**config.mk**
```make
export PLATFORM = sky130hd
export DESIGN_NAME = seq_det_ctrl
export DESIGN_NICKNAME = d
export VERILOG_FILES = /design/src/rtl/seq_det_ctrl.sv
export SDC_FILE = /design/constraint.sdc
export NUM_CORES = 1
export LEC_CHECK = 0
export CAP_MARGIN = 25
export CORE_UTILIZATION = 30
export DETAILED_ROUTE_END_ITERATION = 8
export DONT_BUFFER_PORTS = 1
export PLACE_DENSITY_LB_ADDON = 0.25
export SLEW_MARGIN = 5
export SYNTH_ARGS = -nofsm -noshare
export SYNTH_HDL_FRONTEND = slang
export SYNTH_SLANG_ARGS = --single-unit
```
**constraint.sdc**
```tcl
create_clock -name Clk -period 6.5 [get_ports Clk]
set_clock_uncertainty 0.05 [all_clocks]
set_input_delay 1.3 -clock Clk [delete_from_list [all_inputs] [get_ports Clk]]
set_output_delay 1.3 -clock Clk [all_outputs]
set_load 0.005 [all_outputs]
```
**src/rtl/seq_det_ctrl.sv**
```systemverilog
// -----------------------------------------------------------------------------
// seq_det_ctrl
//
// Frame-level controller for the serial pattern-detection path.
//
// A frame is started with Start (carrying Frame_Len, the number of words).
// Each word is taken through an In_Valid/In_Ready handshake and then shifted
// out MSB-first on Ser_Bit/Ser_Valid, one bit per cycle. Every serialized bit
// is pushed into a history register. The history is compared against a
// programmable pattern of 2..8 bits, and overlapping hits are counted. The
// history carries across word boundaries and is cleared only at Start.
//
// Ports
//   Clk        : clock
//   Reset      : asynchronous, active-high reset (aborts any frame in flight)
//   Cfg_We     : pattern write strobe (accepted in IDLE only, else Err pulse)
//   Cfg_Pat    : pattern, LSB = most recent bit, low Len bits used
//   Cfg_Len    : pattern length, clamped into 2..8 when stored
//   Start      : start-of-frame pulse (accepted in IDLE only)
//   Frame_Len  : words in the frame, sampled with Start
//   In_Valid   : input word valid
//   In_Data    : input word
//   In_Ready   : controller can take a word (WAIT state)
//   Ser_Bit    : serialized bit (0 when Ser_Valid is low)
//   Ser_Valid  : Ser_Bit valid (SHIFT state)
//   Match      : one-cycle pulse, the cycle after the bit that completed a hit
//   Match_Cnt  : saturating hit count for the current/last frame
//   Busy       : high in every state except IDLE
//   Done       : one-cycle frame-complete pulse
//   Err        : one-cycle pulse after a rejected Cfg_We
// -----------------------------------------------------------------------------
module seq_det_ctrl #(
  parameter int DW = 8,
  parameter int CW = 8
) (
  input  logic          Clk,
  input  logic          Reset,
  input  logic          Cfg_We,
  input  logic [7:0]    Cfg_Pat,
  input  logic [3:0]    Cfg_Len,
  input  logic          Start,
  input  logic [7:0]    Frame_Len,
  input  logic          In_Valid,
  input  logic [DW-1:0] In_Data,
  output logic          In_Ready,
  output logic          Ser_Bit,
  output logic          Ser_Valid,
  output logic          Match,
  output logic [CW-1:0] Match_Cnt,
  output logic          Busy,
  output logic          Done,
  output logic          Err
);

  localparam int IW = (DW > 1) ? $clog2(DW) : 1;

  typedef enum logic [1:0] {
    S_IDLE  = 2'd0,
    S_WAIT  = 2'd1,
    S_SHIFT = 2'd2,
    S_DONE  = 2'd3
  } state_t;

  // ---------------------------------------------------------------------------
  // State
  // ---------------------------------------------------------------------------
  state_t        state_q, state_d;
  logic [7:0]    pat_q,   pat_d;
  logic [3:0]    len_q,   len_d;
  logic [7:0]    words_q, words_d;   // words still to be accepted
  logic [DW-1:0] word_q,  word_d;    // word being serialized
  logic [IW-1:0] idx_q,   idx_d;     // bit index of the word, counts down
  logic [6:0]    hist_q,  hist_d;    // only 7 older bits are needed, the 8th is the live bit
  logic [3:0]    fill_q,  fill_d;    // bits seen this frame, saturates at 8
  logic [CW-1:0] cnt_q,   cnt_d;
  logic          match_q, match_d;
  logic          err_q,   err_d;

  // ---------------------------------------------------------------------------
  // Match datapath
  // ---------------------------------------------------------------------------
  logic       cur_bit;
  logic [7:0] window;
  logic [3:0] fill_inc;
  logic [7:0] len_mask;
  logic       hit;

  function automatic logic [3:0] clamp_len(input logic [3:0] l);
    if (l < 4'd2) begin
      return 4'd2;
    end else if (l > 4'd8) begin
      return 4'd8;
    end else begin
      return l;
    end
  endfunction

  assign cur_bit  = word_q[idx_q];
  // Window includes the bit on the wire this cycle, so a hit is known in the
  // same cycle and registered into Match on the following edge.
  assign window   = {hist_q, cur_bit};
  assign fill_inc = (fill_q == 4'd8) ? 4'd8 : fill_q + 4'd1;

  // Thermometer mask selecting the low len_q bits of the window/pattern.
  generate
    for (genvar gi = 0; gi < 8; gi++) begin : g_mask
      assign len_mask[gi] = (4'(gi) < len_q);
    end
  endgenerate

  // A hit also needs enough bits since Start, so zeros left in the cleared
  // history can never complete a pattern.
  assign hit = (fill_inc >= len_q) && (((window ^ pat_q) & len_mask) == 8'd0);

  // ---------------------------------------------------------------------------
  // Next-state logic
  // ---------------------------------------------------------------------------
  always_comb begin
    state_d = state_q;
    pat_d   = pat_q;
    len_d   = len_q;
    words_d = words_q;
    word_d  = word_q;
    idx_d   = idx_q;
    hist_d  = hist_q;
    fill_d  = fill_q;
    cnt_d   = cnt_q;
    match_d = 1'b0;
    err_d   = 1'b0;

    case (state_q)
      S_IDLE: begin
        // A write and a Start in the same cycle both land. The frame uses the
        // new pattern because matching reads pat_q only in SHIFT.
        if (Cfg_We) begin
          pat_d = Cfg_Pat;
          len_d = clamp_len(Cfg_Len);
        end
        if (Start) begin
          words_d = Frame_Len;
          cnt_d   = '0;
          hist_d  = '0;
          fill_d  = '0;
          state_d = (Frame_Len != 8'd0) ? S_WAIT : S_DONE;
        end
      end

      S_WAIT: begin
        if (In_Valid) begin
          word_d  = In_Data;
          idx_d   = IW'(DW - 1);
          words_d = words_q - 8'd1;
          state_d = S_SHIFT;
        end
      end

      S_SHIFT: begin
        hist_d = window[6:0];
        fill_d = fill_inc;
        if (hit) begin
          match_d = 1'b1;
          if (cnt_q != {CW{1'b1}}) begin
            cnt_d = cnt_q + 1'b1;
          end
        end
        if (idx_q == '0) begin
          state_d = (words_q != 8'd0) ? S_WAIT : S_DONE;
        end else begin
          idx_d = idx_q - 1'b1;
        end
      end

      S_DONE: begin
        state_d = S_IDLE;
      end

      default: begin
        state_d = S_IDLE;
      end
    endcase

    // Writes are refused while a frame is in progress. This includes the DONE
    // cycle, so the pattern can never change under a running frame.
    if (Cfg_We && (state_q != S_IDLE)) begin
      err_d = 1'b1;
    end
  end

  // ---------------------------------------------------------------------------
  // Registers
  // ---------------------------------------------------------------------------
  always_ff @(posedge Clk or posedge Reset) begin
    if (Reset) begin
      state_q <= S_IDLE;
      pat_q   <= 8'b0000_0110;
      len_q   <= 4'd4;
      words_q <= '0;
      word_q  <= '0;
      idx_q   <= '0;
      hist_q  <= '0;
      fill_q  <= '0;
      cnt_q   <= '0;
      match_q <= 1'b0;
      err_q   <= 1'b0;
    end else begin
      state_q <= state_d;
      pat_q   <= pat_d;
      len_q   <= len_d;
      words_q <= words_d;
      word_q  <= word_d;
      idx_q   <= idx_d;
      hist_q  <= hist_d;
      fill_q  <= fill_d;
      cnt_q   <= cnt_d;
      match_q <= match_d;
      err_q   <= err_d;
    end
  end

  // ---------------------------------------------------------------------------
  // Outputs
  // ---------------------------------------------------------------------------
  assign In_Ready  = (state_q == S_WAIT);
  assign Ser_Valid = (state_q == S_SHIFT);
  assign Ser_Bit   = Ser_Valid & cur_bit;
  assign Busy      = (state_q != S_IDLE);
  assign Done      = (state_q == S_DONE);
  assign Match     = match_q;
  assign Match_Cnt = cnt_q;
  assign Err       = err_q;

endmodule

```
======== Word level (Yosys, flattened, before mapping) ========
Index checks and enable logic that the tools add are counted.
storage, ports and cells
  bits in registers ....................... 54
  word-level logic and storage cells ...... 87
operators by class
  add/sub/neg operators ................... 4
  magnitude comparators ................... 12
  equal/unequal tests ..................... 11
  multiplexer cells ....................... 28
  bitwise operators ....................... 3
  reduce and logical (&&, ||, !) cells .... 18
operators with widths
  cell                                                                      count
  8-bit 2-to-1 mux                                                          5
  8-bit case mux with 2 select lines                                        2
  3-bit by 4-bit < comparator with 1-bit output (first input constant)      4
  4-bit 2-to-1 mux                                                          4
  8-bit nonzero test                                                        2
  7-bit case mux with 2 select lines                                        1
  2-bit 2-to-1 mux                                                          5
  3-bit AND reduction                                                       3
  8-bit by 1-bit adder with 8-bit output (second input constant)            1
  8-bit bitwise AND                                                         1
  8-bit logical NOT                                                         1
  1-bit by 4-bit < comparator with 1-bit output (first input constant)      2
  2-bit by 4-bit < comparator with 1-bit output (first input constant)      2
  8-bit inequality test (second input constant)                             1
  2-bit case mux with 4 select lines                                        1
  4-bit case mux with 2 select lines                                        1
  2-bit nonzero test                                                        4
  8-bit by 1-bit subtractor with 8-bit output (second input constant)       1
  8-bit bitwise XOR                                                         1
  7-bit 2-to-1 mux                                                          1
  3-bit 2-to-1 mux                                                          2
  2-bit by 1-bit inequality test with 1-bit output (second input constant)  3
  2-bit inequality test (second input constant)                             3
  3-bit case mux with 2 select lines                                        1
  17 further kinds                                                          24

======== Logic depth before layout (Yosys ltp) ========
  word-level depth ........................ 8
  gate-level depth with buffers ........... 13
  depth with buffers taken out ............ 12

======== Least setup slack after synthesis ========
OpenSTA, ideal clock, no wires.
  path kind ............................... register to output
  start point ............................. register idx_q[0]
  end point ............................... output Ser_Bit
  arrival time ............................ 1415 ps
  path slack .............................. 3735 ps
  stages on the path, launching flop included .. 4
  buffers on the path ..................... 0
  cell sequence ........................... dfrtp_1 -> mux4_1 -> mux2_2 -> and2_2
between the ends
  word-level cells in the longest chain between the ends .. 3
ends and longest elaborated chain
  element                                    RTL line  text
  from (decl)                                72        logic [IW-1:0] idx_q, idx_d;
  from (signal assigned)                     211       idx_q <= idx_d;
  1-bit binary-select mux with 3-bit select  98        assign cur_bit = word_q[idx_q];
  1-bit 2-to-1 mux (implied by the code)     98
  1-bit bitwise AND                          225       assign Ser_Bit = Ser_Valid & cur_bit;
  to (decl)                                  46        output logic Ser_Bit,
Every way passes these cells. The select of a mux whose other input is x is not followed.

======== Worst setup path after layout ========
Same ends and word-level chain as after synthesis.

==> flow_metrics.py <==
metrics = {
    "power": {
        "ir_worst_vdd_mv": 0.1290,
        "p_leak_nw": 1.293,
        "p_switching_mw": 0.5571,
        "p_per_area_nw_per_um2": 445.4,
        "p_int_mw": 0.8100,
        "p_clk_frac": 0.140,
        "seqPwrFrac": 0.458,
        "p_sw_frac": 0.4075,
        "p_comb_frac": 0.402,
    },
    "clock_tree": {
        "cts_buffer_depth": 2,
        "cts_tree": "built",
        "cts_hold_buf": 0,
        "cts_resized": 0,
        "postCtsSetupRepairBufs": 0,
        "path_clk_slew_ns": 0.09,
        "root_buffer": "clkbuf_8",
        "cts_made_buffers": 5,
        "htreeDepth": 2,
        "worstSkewPairLatency_ns": 0.32,
        "cts_sinks": 54,
    },
    "min_path": {
        "hold_start": "word_q[1]",
        "hold_depth": 1,
        "hp-class": "reg -> reg",
        "worstHoldEndpoint": "word_q[1]",
    },
    "routing": {
        "drtAntennaViolNets": 0,
        "viasPerCell": 4.972,
        "vias": 2108,
        "wl_per_cell_um": 14.88,
        "drc_errors": 0,
        "dr.pass1.iters": 4,
        "drt_iter0_markers": 96,
        "finalWirelength_mm": 6.308,
    },
    "placement": {
        "hpwl_mm": 4.609,
        "port_buffers": 0,
        "gp_congestion": 0.7460,
    },
    "timing": {
        "tns_ns": 0,
        "fmax_mhz": 310.2,
        "finalSetupViolations": 0,
        "slew_viol_final": 0,
        "min_period_over_period": 0.4960,
        "worst_slew_pin_slew_ns": 0.8413,
        "finalHoldViolCount": 0,
        "post-route-min-period_ns": 3.224,
        "rsz0062_at_grt": "false",
        "slew_headroom": 0.4371,
    },
    "global_routing": {
        "antenna_found_initial": 0,
        "grt_first_pass_wirelength_mm": 10.89,
        "grt_overflow": 0,
        "grt_pass1_vias": 2170,
        "grt_max_degree": 55,
        "grt_util_all_layers": 0.1390,
    },
    "synth": {
        "ys_ff_latch": 54,
        "netlist_area_um2": 2853,
        "syn_nets": 340,
        "async_reset_ff_frac": 1.000,
        "synth_cell_types": 44,
        "yosysWarnings": 0,
        "syn_inst": 297,
        "synth_edf_count": 0,
        "ys_seq_area_frac": 0.4750,
        "avgSynthCellArea_um2": 9.605,
        "synth_flop_cell": "dfrtp_1",
    },
    "layout": {
        "final_common_cell": "dfrtp_1",
        "drive_above_1_share": 0.1119,
        "fin_nets": 337,
        "area_growth_pct": 7.588,
        "utilization": 0.3322,
        "layout_common_cells": "51 x dfrtp_1, 37 x nand2_1, 27 x o21ai_0, 18 x inv_1",
        "diodes": 0,
    },
    "critical_path": {
        "rr_endpoint": "words_q[0]",
        "cp.required_ns": 5.15,
        "worstSetupPathType": "reg -> out",
        "critical_path_arrival_ns": 1.87,
        "rrSetupSlack_ns": 3.61,
        "path_max_fanout": 5,
        "critPathLaunchType": "flop",
        "reg2regPathDepth": 7,
        "end_kind": "output port",
        "crit-reg2reg-launch": "state_q[1]",
    },
    "floorplanning": {
        "die_h_um": 99.52,
        "num_rows": 35,
        "floorplan.initialDensity": 0.3087,
        "core_um2": 9240,
        "die_width_um": 99.52,
        "ios": 48,
        "dieArea_um2": 9903,
    },
    "outcome": {
        "outcome": "complete, no violations",
    },
    "flow_run": {
        "drv_cap": 0,
    },
}
==> layout make-up <==
| class | instances | area (um^2) |
|---|---|---|
| inverter | 19 | 71.32 |
| multi-input combinational | 212 | 1380 |
| tap | 129 | 161.4 |
| clock buffer | 6 | 72.57 |
| sequential | 54 | 1355 |
| clock inverter | 2 | 13.76 |
| fill | 969 | 6171 |
| timing repair buffer | 2 | 15.01 |
==> how the worst max path moves through the flow <==
stage,start,endpoint,cells after the start
finish,idx_q[0],Ser_Bit,3
floorplan,idx_q[0],Ser_Bit,3
CTS,idx_q[0],Ser_Bit,3
detailed placement,state_q[1],words_q[0],7
global route,idx_q[0],Ser_Bit,3
global placement,state_q[1],words_q[0],7
==> state kept, by name, summed over array words and instances (netlist names), 2 cells and up <==
signal     cells
Match_Cnt      8
pat_q          8
word_q         8
words_q        8
hist_q         7
fill_q         4
len_q          4
idx_q          3
state_q        2
==> layer usage <==
metal / vias up / global-route usage / share of wire
met5: - / 0 / 0
met4: 0 / 0.03281 / 0.0092
li1: 1052 / - / -
met1: 1013 / 0.1778 / 0.46
met2: 38 / 0.2292 / 0.48
met3: 5 / 0.04427 / 0.052
==> Yosys cell counts (2+ instances only) <==
| library cell | number | share of area |
|---|---|---|
| or3_1 | 2 | 0.0044 |
| inv_1 | 19 | 0.025 |
| nand3_1 | 14 | 0.025 |
| o21ai_0 | 27 | 0.047 |
| nand2b_1 | 4 | 0.0088 |
| nor2_1 | 17 | 0.022 |
| a22oi_1 | 3 | 0.0079 |
| o22ai_1 | 3 | 0.0066 |
| dfstp_2 | 3 | 0.028 |
| nor4_1 | 4 | 0.0088 |
| nor2b_1 | 4 | 0.0088 |
| o22a_1 | 2 | 0.0061 |
| a21oi_1 | 14 | 0.025 |
| mux2_2 | 17 | 0.067 |
| clkbuf_1 | 11 | 0.014 |
| dfrtp_1 | 51 | 0.45 |
| nor3_1 | 10 | 0.018 |
| nand4_1 | 2 | 0.0044 |
| o31ai_1 | 2 | 0.0053 |
| ha_1 | 10 | 0.044 |
| o311ai_0 | 2 | 0.0061 |
| and2_1 | 3 | 0.0066 |
| xnor2_1 | 6 | 0.018 |
| mux2i_1 | 4 | 0.014 |
| xor2_1 | 2 | 0.0061 |
| nand2_1 | 37 | 0.049 |
| a31oi_1 | 3 | 0.0066 |
| mux4_1 | 2 | 0.018 |
| o211ai_1 | 4 | 0.011 |
==> power groups by stage <==
stage               registers, mW  logic, mW  clock network, mW
CTS                         0.628      0.556              0.201
floorplan                   0.582      0.465                  0
finish                      0.626      0.550              0.191
detailed placement          0.636      0.554                  0
global placement            0.634      0.548                  0
global route                0.651      0.633              0.216
==> logic make-up after synthesis <==
kind of cell / after synthesis / synth area share
and+or+nand+nor: 105 / 0.1763
AOI/OAI and AO/OA: 66 / 0.1395
DFF: 54 / 0.4750
buffers and inverters: 31 / 0.04123
muxes: 23 / 0.09956
adders and majority gates: 10 / 0.04386
xor gates and xnor gates: 8 / 0.02456
==> per-stage QoR <==
step	hold WS [ns]	area (um^2)	cells	power, mW	setup WS (ns)
5_1_grt	0.4817	3069	424	1.501	3.202
2_1_floorplan	0.4217	2853	297	1.047	3.735
4_1_cts	0.4620	3069	424	1.386	3.259
6_report	0.4552	3069	424	1.367	3.276
3_3_place_gp	0.4431	2983	416	1.181	3.651
3_5_place_dp	0.4386	2983	416	1.189	3.621
==> worst max-delay path, stage by stage, from the launching register on <==
cell	delay [ns]
dfrtp_1	0.45
mux4_1	0.57
mux2_2	0.32
and2_2	0.23
Power figures use the tool's default switching activity.
